<file path="src/rtl/pc_sequencer.sv">
// rtl/pc_sequencer.sv - next-PC unit with stall, trap redirect and circular return-address stack
//
// Ports:
//   clk, reset                   clock and asynchronous active-high reset
//   stall                        hold pc and RAS this cycle
//   jump_sel                     00 seq/branch, 01 direct jump, 10 jump-register, 11 return
//   branch_taken, branch_target  conditional branch select and target
//   jump_target, jump_reg        direct-jump target; register target / empty-return fallback
//   ras_push                     link instruction: push pc_plus4
//   pc, pc_plus4, next_pc        registered pc, pc+4, selected target before the trap check
//   ras_top, ras_empty, ras_full return-address-stack status
//   misalign_err                 one-cycle pulse after a trap redirect
module pc_sequencer #(
    parameter int              WIDTH      = 32,
    parameter logic [WIDTH-1:0] RESET_PC  = '0,
    parameter logic [WIDTH-1:0] TRAP_PC   = WIDTH'(32'h80),
    parameter int              RAS_DEPTH  = 4,
    parameter int              ALIGN_BITS = 2
) (
    input  logic             clk,
    input  logic             reset,
    input  logic             stall,
    input  logic [1:0]       jump_sel,
    input  logic             branch_taken,
    input  logic [WIDTH-1:0] branch_target,
    input  logic [WIDTH-1:0] jump_target,
    input  logic [WIDTH-1:0] jump_reg,
    input  logic             ras_push,
    output logic [WIDTH-1:0] pc,
    output logic [WIDTH-1:0] pc_plus4,
    output logic [WIDTH-1:0] next_pc,
    output logic [WIDTH-1:0] ras_top,
    output logic             ras_empty,
    output logic             ras_full,
    output logic             misalign_err
);

    localparam int PTR_W = $clog2(RAS_DEPTH);
    localparam int CNT_W = PTR_W + 1;
    localparam logic [CNT_W-1:0] CNT_MAX = CNT_W'(RAS_DEPTH);
    // Low-bit mask of the bits that must be zero; an all-zero mask disables trapping.
    localparam logic [WIDTH-1:0] ALIGN_MASK = WIDTH'((64'd1 << ALIGN_BITS) - 64'd1);

    logic [WIDTH-1:0] ras_mem [RAS_DEPTH];
    logic [PTR_W-1:0] top_ptr;
    logic [CNT_W-1:0] ras_count;

    logic misaligned;
    logic do_pop;
    logic do_push;

    assign pc_plus4  = pc + WIDTH'(32'd4);
    assign ras_empty = (ras_count == '0);
    assign ras_full  = (ras_count == CNT_MAX);
    assign ras_top   = ras_empty ? '0 : ras_mem[top_ptr];

    always_comb begin
        next_pc = pc_plus4;
        case (jump_sel)
            2'b00:   next_pc = branch_taken ? branch_target : pc_plus4;
            2'b01:   next_pc = jump_target;
            2'b10:   next_pc = jump_reg;
            default: next_pc = ras_empty ? jump_reg : ras_top;
        endcase
    end

    assign misaligned = |(next_pc & ALIGN_MASK);

    // A pop on an empty stack is a no-op; push+pop on an empty stack degrades to a push.
    assign do_pop  = (jump_sel == 2'b11) && !ras_empty;
    assign do_push = ras_push;

    always_ff @(posedge clk or posedge reset) begin
        if (reset) begin
            pc           <= RESET_PC;
            misalign_err <= 1'b0;
            top_ptr      <= '0;
            ras_count    <= '0;
            for (int i = 0; i < RAS_DEPTH; i++) begin
                ras_mem[i] <= '0;
            end
        end else if (stall) begin
            misalign_err <= 1'b0;
        end else if (misaligned) begin
            pc           <= TRAP_PC;
            misalign_err <= 1'b1;
        end else begin
            pc           <= next_pc;
            misalign_err <= 1'b0;
            if (do_push && do_pop) begin
                // Call-from-return: replace the entry being consumed.
                ras_mem[top_ptr] <= pc_plus4;
            end else if (do_push) begin
                // When full this lands on the oldest entry, giving circular overwrite.
                ras_mem[top_ptr + PTR_W'(1)] <= pc_plus4;
                top_ptr <= top_ptr + PTR_W'(1);
                if (!ras_full) begin
                    ras_count <= ras_count + CNT_W'(1);
                end
            end else if (do_pop) begin
                top_ptr   <= top_ptr - PTR_W'(1);
                ras_count <= ras_count - CNT_W'(1);
            end
        end
    end

endmodule

</file>
<file path="config.mk">
export PLATFORM = sky130hd
export DESIGN_NAME = pc_sequencer
export DESIGN_NICKNAME = d
export VERILOG_FILES = /design/src/rtl/pc_sequencer.sv
export SDC_FILE = /design/constraint.sdc
export NUM_CORES = 1
export LEC_CHECK = 0
export CAP_MARGIN = 20
export CORE_UTILIZATION = 38
export DETAILED_ROUTE_END_ITERATION = 8
export GPL_TIMING_DRIVEN = 0
export PLACE_DENSITY_LB_ADDON = 0.12
export SYNTH_ARGS = -nofsm -noshare
export SYNTH_HDL_FRONTEND = slang
export SYNTH_SLANG_ARGS = --single-unit
export TNS_END_PERCENT = 1
</file>
<file path="constraint.sdc">
create_clock -name clk -period 5.2 [get_ports clk]
set_clock_uncertainty 0.05 [all_clocks]
set_input_delay 1.04 -clock clk [delete_from_list [all_inputs] [get_ports clk]]
set_output_delay 1.04 -clock clk [all_outputs]
set_load 0.02 [all_outputs]
</file>
# Word level (Yosys, flattened, before mapping)
# Index checks and enable logic that the tools add are counted.
# word_totals
register_bits,166
input_bits,103
# classes
addsub,5
order_cmp,4
n_eq_ne,5
mux,23
bitwise_logic,5
n_reduce_logical,13
# op_table
cell,count
128-bit bitwise mux,2
128-bit two-way mux,2
32-bit two-way mux,8
32-bit demux with 2-bit select,2
32-bit one-hot mux with 3 select lines,1
32-bit binary-select mux with 2-bit select,1
32-bit by 3-bit adder with 32-bit output (second input constant),1
3-bit two-way mux,3
3-bit >= comparator (second input constant),2
3-bit by 1-bit < comparator with 1-bit output (second input constant),2
2-bit inverter with 3-bit output,2
5-bit AND reduction,1
2-bit == test (second input constant),2
1-bit logical AND,4
2-bit two-way mux,2
4-bit AND reduction,1
2-bit nonzero test,2
3-bit by 1-bit adder with 3-bit output (second input constant),1
3-bit == test (second input constant),1
3-bit zero test,1
1-bit inverter,3
3-bit AND reduction,1
3-bit by 1-bit subtractor with 3-bit output (second input constant),1
2-bit by 1-bit adder with 2-bit output (second input constant),1
other kinds (7),8

# Logic depth before layout (Yosys ltp)
# depth
depth_word,10
ltp_mapped,11

# Least setup slack after synthesis
# Ideal clock, no wire load.
# synth_path
path_type,input port to output port
from,in jump_sel[0]
to,out next_pc[20]
arrival_ns,2.829
slack_ns,1.281
stages,7
path_buffers,4
cell_sequence,clkbuf_1 buf_2 buf_2 nor3_1 clkbuf_1 o211ai_1 a31oi_1
# synth_between
elab_chain_cells,2
word_cells_on_any_way,4
# synth_lines
element,line,text
start: declaration,23,"input logic [1:0] jump_sel,"
"2-bit == test, or another cell as far along",59,case (jump_sel)
32-bit one-hot mux with 3 select lines (*),59,
end: declaration,31,"output logic [WIDTH-1:0] next_pc,"
# Every way passes the cells marked *; elsewhere a longest branch is shown, timed or not.

# Worst setup path in the final report
# layout_path
from,reg ras_count[0]
to,out next_pc[26]
# layout_between
elab_chain_cells,4
# layout_lines
element,line,text
start: declaration,46,logic [CNT_W-1:0] ras_count;
start signal: assignment,98,ras_count <= ras_count + CNT_W'(1);
start signal: assignment,102,ras_count <= ras_count - CNT_W'(1);
3-bit zero test (*),53,assign ras_empty = (ras_count == '0);
32-bit two-way mux,55,assign ras_top = ras_empty ? '0 : ras_mem[top_ptr];
32-bit two-way mux (*),63,default: next_pc = ras_empty ? jump_reg : ras_top;
32-bit one-hot mux with 3 select lines (*),59,
# Marks and branches as above.

==> flow_summary.json <==
{
  "run_status": "finished, final reports clean",
  "core_area_sq_um": 25910,
  "netlist.area_leader.share_pct": 41.54,
  "synthTopCellsByArea": "dfrtp_1, mux2_2, mux4_2",
  "die_w_um": 164.2,
  "wl_mm": 38.69,
  "area_growth_pct": 34.73,
  "drive_gt1_share_pct": 21.07,
  "period_needed_ns": 5.194,
  "grt_util_all_layers_pct": 29.39,
  "start_util_pct": 38.59,
  "cp.required_ns": 4.11,
  "syn_area_sq_um": 10000,
  "drc_errors": 0,
  "seq_area_sq_um": 4154,
  "async_flop_share_pct": 100.0,
  "drv_slew": 0,
  "path_class": "flip-flop to output pin",
  "fmax_mhz": 192.5,
  "first_pass_iters": 5,
  "slew_headroom_pct": 28.87,
  "multiInputGateArea_sq_um": 5359,
  "gp_congestion": 0.9856,
  "antenna_found_initial": 1,
  "synth_warnings": 0,
  "via_per_inst": 5.841,
  "clk_pin_slew_ns": 0.08,
  "synth.largest_area_cell": "dfrtp_1",
  "grt_pass1_wl_mm": 56.70,
  "critPathCaptureType": "output pin",
  "grt_overflow_total": 0,
  "ys_seq_area_share_pct": 41.54,
  "p_leak_nw": 5.746,
  "wl_per_cell_um": 25.27,
  "fin_cells": 1531,
  "worstPathMaxFanout": 10,
  "final_area_sq_um": 13470,
  "rsz0062_at_grt": "true",
  "diodes": 0,
  "ff2ff_path_depth": 11,
  "syn_area_per_cell_sq_um": 10.78,
  "worstMarginPinSlew_ns": 1.067,
  "dr.first_iter.drc_count": 843,
  "worst_hold_path_type": "flip-flop to flip-flop",
  "ys_ff_latch": 166,
  "final_nets": 1295,
  "io_pins": 234,
  "cap_viol_max_count": 0,
  "whs_path_depth": 1,
  "synthFlopType": "dfrtp_1",
  "fillers": 2382,
  "finalSetupViolations": 0,
  "root_buffer": "clkbuf_16",
  "ctsHtreeMaxLevel": 4,
  "dp_hpwl_mm": 28.65,
  "synth_fp_nets": 1040,
  "critPathLaunchType": "flip-flop",
  "r2r_setup_slack_ns": 1.66,
  "route.vias.total": 8943,
  "cts_buffers": 17,
  "critPathArrivalTime_ns": 4.10,
  "tritoncts": "yes",
  "clk_path_buf_depth": 2,
  "synth-edff-count": 0,
  "holdBufCountCts": 0,
  "synth_cell_types": 69,
  "dieArea_sq_um": 26970,
  "post_cts_buffers": 0,
  "die_h_um": 164.2,
  "ant_nets": 0,
  "grt_pass1_vias": 8837,
  "final.setup.tns_ns": 0,
  "final-hold-violation-count": 0,
  "irDropWorstVdd_uv": 248.2,
  "post-route-period-util_pct": 99.89,
  "cts.sink_count": 166,
  "power.density_nw_per_um2": 439.2,
  "place_area_sq_um": 12830,
  "rows": 59,
  "netlist_instances": 928,
  "insertion_delay_ns": 0.44,
  "portBuffers": 232,
  "grt_max_degree": 40,
  "post-place-cells": 1499
}
final cells by class:
| type | instances | share of cell area [%] |
|---|---|---|
| clock buffers | 17 | 3.158 |
| repair buffers | 236 | 17.83 |
| clock inverters | 15 | 1.309 |
| plain buffers | 78 | 3.260 |
| inverters | 25 | 0.7244 |
| multi-input cells | 659 | 39.78 |
| flip-flops and latches | 166 | 30.83 |
| well taps | 335 | 3.111 |
cell usage in the layout (no fill, tap or decap), types with 13 or more instances in the layout:
cell type and count:
o21a_1 14, mux4_2 32, nor2_1 44, a22o_1 13
buf_2 14, dfrtp_1 166, a211oi_1 16, and2_1 31
inv_1 23, a21oi_1 50, clkdlybuf4s50_1 232, clkbuf_1 32
xnor2_1 13, xor2_1 15, mux2_2 119, clkbuf_16 17
nand2_1 66, clkbuf_2 13, nand3_1 19, o21ai_0 34
routing by layer:
layer  share of wire, %  up-vias  track usage (%)
met2                 45      465            45.28
met4                3.0        2            10.69
met3                9.1       56            7.222
met1                 43     4473            39.94
li1                   -     3947                -
met5              0.034        -                0
path summary, 6_finish.rpt:
path | start | to
min in group asynchronous | reset | ras_mem[34]$_DFFE_PP0P_
max reg2reg | ras_count[0]$_DFFE_PP0P_ | ras_mem[39]$_DFFE_PP0P_
min reg2reg | ras_mem[2]$_DFFE_PP0P_ | ras_mem[2]$_DFFE_PP0P_
min | ras_mem[2]$_DFFE_PP0P_ | ras_mem[2]$_DFFE_PP0P_
max | ras_count[0]$_DFFE_PP0P_ | next_pc[26]
max in group asynchronous | reset | ras_mem[57]$_DFFE_PP0P_
sequential cells by signal (all words and copies together) (netlist names):
register	count
ras_mem	128
top_ptr	2
misalign_err	1
pc	32
ras_count	3
worst max-delay path: stages, from the launching register on:
cell	delay (ns)
dfrtp_1	0.47
or3_1	0.39
clkbuf_1	0.36
inv_2	0.29
clkbuf_1	0.61
a21oi_1	0.15
a221oi_1	0.49
o21a_1	0.25
clkdlybuf4s50_1	0.62
cell usage after synthesis (4+ instances only):
library cell / number
dfrtp_1: 166
mux2_2: 119
nand2_1: 66
a21oi_1: 50
nor2_1: 44
clkbuf_1: 43
o21ai_0: 34
mux4_2: 32
and2_1: 31
inv_1: 24
nand3_1: 19
a211oi_1: 16
xor2_1: 15
o21a_1: 14
a22o_1: 13
o31ai_1: 13
xnor2_1: 13
buf_2: 12
buf_6: 12
mux2i_1: 12
nor3_1: 12
nor4_1: 11
a31oi_1: 10
nand4_1: 10
buf_1: 8
ha_1: 8
nand2b_1: 8
a2bb2oi_1: 7
mux2_1: 7
o211ai_1: 7
o22ai_1: 7
nand3b_1: 6
and4_1: 5
or3_1: 5
a211o_1: 4
and3_1: 4
nor2_4: 4
nor3b_1: 4
o31a_1: 4
per-stage QoR:
stage          worst slack [ns]  total power, W  util, %  hold slack, ns
5_1_grt                -0.08306        0.006189    52.00          0.4640
3_5_place_dp            -0.7330        0.004586    49.51          0.4294
4_1_cts                -0.01061        0.005926    51.96          0.4471
2_1_floorplan             1.281        0.003475        -          0.4024
3_3_place_gp            -0.7857        0.004538    49.19          0.4134
6_report               0.005898        0.005917    52.00          0.4403
repair_timing:
action / 4_1_cts / 5_1_grt
gates resized for setup: 17 / 12
cloned: 0 / 0
setup endpoints to repair: 27 / 12
endpoints found under the hold margin: 0 / 0
kinds of logic (layout without fill, tap and decap cells):
| group | Yosys count | in the layout | synth area share, % |
|---|---|---|---|
| AO/OA/AOI/OAI | 207 | 207 | 14.25 |
| adder cells (fa/ha/maj) | 9 | 9 | 1.201 |
| multiplexers | 170 | 170 | 22.60 |
| AND/OR/NAND/NOR | 245 | 245 | 12.93 |
| buffers and inverters | 103 | 371 | 5.030 |
| XOR/XNOR | 28 | 28 | 2.453 |
| flip-flops | 166 | 166 | 41.54 |
power by group:
group	switching (W)	internal (W)	leakage, nW
clock	0.000616	0.000729	0.296
combinational	0.00137	0.00126	3.22
sequential	0.000255	0.00169	2.23
total	0.00224	0.00367	5.75
No activity file was read; power rests on OpenSTA's default activity.
